===== src/rtl/mem_master_port.sv =====
// Burst master between a command/stream interface and a simple single-port memory.
// Write beats go straight to memory; read beats are fetched one at a time and held until consumed.
module mem_master_port #(
  parameter int ADDR_WIDTH = 12,
  parameter int DATA_WIDTH = 8,
  parameter int LEN_WIDTH  = 8
) (
  input  logic                  clk,
  input  logic                  rstn,
  input  logic                  cmd_valid,
  output logic                  cmd_ready,
  input  logic                  cmd_rw,
  input  logic [ADDR_WIDTH-1:0] cmd_addr,
  input  logic [LEN_WIDTH-1:0]  cmd_len,
  input  logic [DATA_WIDTH-1:0] din,
  input  logic                  din_valid,
  output logic                  din_ready,
  output logic [DATA_WIDTH-1:0] dout,
  output logic                  dout_valid,
  input  logic                  dout_ready,
  output logic                  busy,
  output logic                  done,
  output logic                  wen,
  output logic                  ren,
  output logic [ADDR_WIDTH-1:0] addr,
  output logic [DATA_WIDTH-1:0] wdata,
  input  logic [DATA_WIDTH-1:0] rdata,
  input  logic                  rvalid
);

  typedef enum logic [2:0] {IDLE, WR, RD_REQ, RD_WAIT, RD_OUT, DONE} state_t;

  state_t                state;
  logic [ADDR_WIDTH-1:0] acnt;
  logic [LEN_WIDTH-1:0]  rcnt;
  logic [ADDR_WIDTH-1:0] anext;
  logic                  last;

  assign anext     = acnt + ADDR_WIDTH'(1);
  assign last      = (rcnt == LEN_WIDTH'(1));
  assign cmd_ready = (state == IDLE);
  assign busy      = (state != IDLE);
  assign din_ready = (state == WR);

  always_ff @(posedge clk) begin
    if (!rstn) begin
      state      <= IDLE;
      acnt       <= '0;
      rcnt       <= '0;
      addr       <= '0;
      wdata      <= '0;
      dout       <= '0;
      wen        <= 1'b0;
      ren        <= 1'b0;
      dout_valid <= 1'b0;
      done       <= 1'b0;
    end else begin
      wen  <= 1'b0;
      ren  <= 1'b0;
      done <= 1'b0;
      case (state)
        IDLE: begin
          if (cmd_valid) begin
            acnt <= cmd_addr;
            rcnt <= cmd_len;
            if (cmd_len == '0) begin
              state <= DONE;
              done  <= 1'b1;
            end else if (cmd_rw) begin
              state <= WR;
            end else begin
              // read request is issued as we enter RD_REQ so ren is a clean register
              state <= RD_REQ;
              ren   <= 1'b1;
              addr  <= cmd_addr;
            end
          end
        end
        WR: begin
          if (din_valid) begin
            wen   <= 1'b1;
            addr  <= acnt;
            wdata <= din;
            acnt  <= anext;
            rcnt  <= rcnt - LEN_WIDTH'(1);
            if (last) begin
              state <= DONE;
              done  <= 1'b1;
            end
          end
        end
        RD_REQ: state <= RD_WAIT;
        RD_WAIT: begin
          if (rvalid) begin
            dout       <= rdata;
            dout_valid <= 1'b1;
            state      <= RD_OUT;
          end
        end
        RD_OUT: begin
          if (dout_ready) begin
            dout_valid <= 1'b0;
            acnt       <= anext;
            rcnt       <= rcnt - LEN_WIDTH'(1);
            if (last) begin
              state <= DONE;
              done  <= 1'b1;
            end else begin
              state <= RD_REQ;
              ren   <= 1'b1;
              addr  <= anext;
            end
          end
        end
        DONE:    state <= IDLE;
        default: state <= IDLE;
      endcase
    end
  end

endmodule

===== config.mk =====
export PLATFORM = sky130hd
export DESIGN_NAME = mem_master_port
export DESIGN_NICKNAME = d
export VERILOG_FILES = /design/src/rtl/mem_master_port.sv
export SDC_FILE = /design/constraint.sdc
export NUM_CORES = 1
export LEC_CHECK = 0
export BUFFER_PORTS_ARGS = -buffer_cell sky130_fd_sc_hd__buf_2
export CORE_AREA = 2 2 97 99
export CTS_CLUSTER_SIZE = 28
export DETAILED_ROUTE_END_ITERATION = 10
export DIE_AREA = 0 0 99 101
export GPL_TIMING_DRIVEN = 0
export PLACE_DENSITY = 0.68
export SLEW_MARGIN = 0
export SYNTH_ARGS = -nofsm -noshare
export SYNTH_HDL_FRONTEND = slang
export SYNTH_SLANG_ARGS = --single-unit

===== constraint.sdc =====
create_clock -name clk -period 2.1 [get_ports clk]
set_input_delay 0.315 -clock clk [delete_from_list [all_inputs] [get_ports clk]]
set_output_delay 0.315 -clock clk [all_outputs]
set_load 0.02 [all_outputs]

==> results_dict.tcl <==
set metrics [dict create \
    core_um2 8980 \
    post-route-drc-count 0 \
    r2r_start "acnt[0]" \
    post_drt_wl_per_cell_um 15.8 \
    overflow 0 \
    totalPowerFinal_uw 5060 \
    outcome "finished, final reports clean" \
    rsz0062_at_grt "yes" \
    min_path_cells 3 \
    p_leak_uw 0.00152 \
    antenna_cells 0 \
    synth_top_area_frac 0.360 \
    synth_area_per_cell_um2 7.37 \
    tritoncts "done" \
    min_period_over_period 0.920 \
    rows 35 \
    port_buffers 77 \
    worstMarginPinSlew_ns 0.591 \
    htree_levels 2 \
    grt_pass1_wl_um 15400 \
    setup_ws_ns 0.167 \
    yosysSeqAreaShare 0.360 \
    die_width_um 99 \
    setup_viol 0 \
    initial_utilization 0.340 \
    syn_nets 461 \
    grt_max_degree 20 \
    synth.most_common_cell "nand2_1" \
    routed-via-count 3473 \
    preCtsSetupSlack_ns -0.0429 \
    path_class "reg -> reg" \
    track_usage 0.189 \
    hp-class "in -> reg" \
    cp_data_arrival_time_ns 2.14 \
    synth_top_cell_by_area "dfxtp_1" \
    drv_cap 0 \
    cts_buffers 5 \
    timing.clock.skew_ns 0.00486 \
    hold_slack_ns 0.222 \
    synth_cell_types 59 \
    vdd_drop_max_mv 0.374 \
    ant_nets 0 \
    reg2reg_depth 6 \
    insertion_delay_ns 0.32 \
    async_reset_ff_frac 0 \
    drv_slew 0 \
    synth_flop_cell "dfxtp_1" \
    hold_violations 0 \
    die_h_um 101 \
    synthTopCellsByArea "dfxtp_1 (36%), a21oi_1 (9.3%), nand2_1 (8.5%)" \
    drive_above_1_share 0.234 \
    netlist_instances 415 \
    max_freq_ghz 0.517 \
    nFillCells 938 \
    clk_pin_slew_ns 0.11 \
    finalCriticalPeriod_ns 1.93 \
    hold_start "rdata[0]" \
    ys_ff_latch 55 \
    cts-root-buf "clkbuf_8" \
    antenna_found_initial 0 \
    synth-edff-count 0 \
    post-route-util 0.414 \
    cts.sinks 55 \
    powerDensity_nw_per_um2 1360 \
    place.gp.congestion 0.887 \
    clk_path_buf_depth 2 \
    viasPerCell 5.67 \
    r2r-end "addr[10]" \
    hpwl_um 7430 \
    drtIter0Drc 214 \
    worstPathRequired_ns 2.31 \
    synth.top_cells.by_count "nand2_1 (69), a21oi_1 (57), dfxtp_1 (55), nor2_1 (37), o21ai_0 (32)" \
    ys_warn_count 0 \
    slew_headroom 0.606 \
    final_net_count 546 \
    totalWireLength_um 9700 \
    path_max_fanout 7 \
    start_kind "register" \
    area_growth_pct 21.7 \
    grt_pass1_vias 3113 \
    syn_area_um2 3060 \
    end_kind "register" \
    first_pass_iters 7 \
    postCtsHoldBufs 0 \
    min_to "dout[0]" \
    ff2ff_setup_slack_ns 0.17 \
    dieArea_um2 10000 \
    ios 78 \
]
==> layout make-up <==
| class | count | area [um^2] | area share |
|---|---|---|---|
| Sequential cell | 55 | 1100 | 0.296 |
| Timing Repair Buffer | 78 | 393 | 0.106 |
| Tap cell | 111 | 139 | 0.0373 |
| Clock inverter | 3 | 27.5 | 0.00740 |
| Clock buffer | 5 | 68.8 | 0.0185 |
| Inverter | 8 | 30.0 | 0.00807 |
| Buffer | 31 | 156 | 0.0420 |
| Multi-Input combinational cell | 321 | 1800 | 0.485 |
==> layout by cell type, fill, tap and decap left out, drive strengths merged, types with 7 or more instances in the layout <==
cell type  instances
a21oi             58
buf               88
clkbuf            26
dfxtp             55
inv                7
nand2             70
nand3             13
nor2              39
nor3              11
o21ai             34
o22ai              8
xor2               7
==> stage by stage <==
stage | TNS [ns] | instance area, um^2 | cells
5_1_grt | -0.0265 | 3720 | 612
4_1_cts | 0 | 3680 | 611
2_1_floorplan | 0 | 3060 | 415
6_report | 0 | 3720 | 612
3_5_place_dp | -0.0429 | 3580 | 603
3_3_place_gp | -0.0376 | 3580 | 603
==> state kept, by name, indices dropped and copies added (netlist names) <==
name	cells
acnt	12
addr	12
dout	8
rcnt	8
wdata	8
state	3
done	1
dout_valid	1
ren	1
wen	1
==> worst max-delay path by stage <==
stage | slack [ns] | startpoint | endpoint | depth (start not counted)
floorplan | 0.38 | cmd_len[4] | addr[11] | 7
global placement | -0.04 | acnt[0] | addr[10] | 6
detailed placement | -0.04 | acnt[0] | addr[10] | 6
CTS | 0.07 | acnt[0] | addr[10] | 6
global route | -0.01 | state[0] | rcnt[6] | 7
finish | 0.17 | acnt[0] | addr[10] | 6
==> worst max-delay path, cell delays in order (launching register included) <==
cell and delay (ns):
dfxtp_2 0.41, ha_2 0.26, nand3_1 0.26, nor3_4 0.31, xor2_1 0.10, a222oi_1 0.36
a21oi_1 0.12
==> logic make-up after synthesis <==
logic type / Yosys count / synth area share
adder cells (fa/ha/maj): 3 / 0.0123
AO/OA/AOI/OAI: 145 / 0.290
flip-flops: 55 / 0.360
XOR/XNOR: 9 / 0.0258
buffers and inverters: 39 / 0.0606
AND/OR/NAND/NOR: 164 / 0.251
==> what timing repair did <==
action                                 4_1_cts  5_1_grt
gates resized for setup                      1       11
setup buffers                                0        1
endpoints found under the hold margin        0        0
pin swaps                                    0        1
setup endpoints to repair                    1       17
==> power breakdown <==
group	total, uW	leakage, uW	internal (uW)	switching, uW
Clock	641	0.0000463	246	395
Combinational	2860	0.00102	1010	1850
Sequential	1550	0.000450	1330	225
Total	5060	0.00152	2590	2470
==> metal layers <==
layer,track usage,part of all wire,vias up
li1,-,-,1659
met1,0.247,0.43,1599
met2,0.314,0.46,186
met3,0.0312,0.082,29
met4,0.0727,0.030,0
met5,0,0,-
Note: power is estimated with default switching activity, not from simulation.
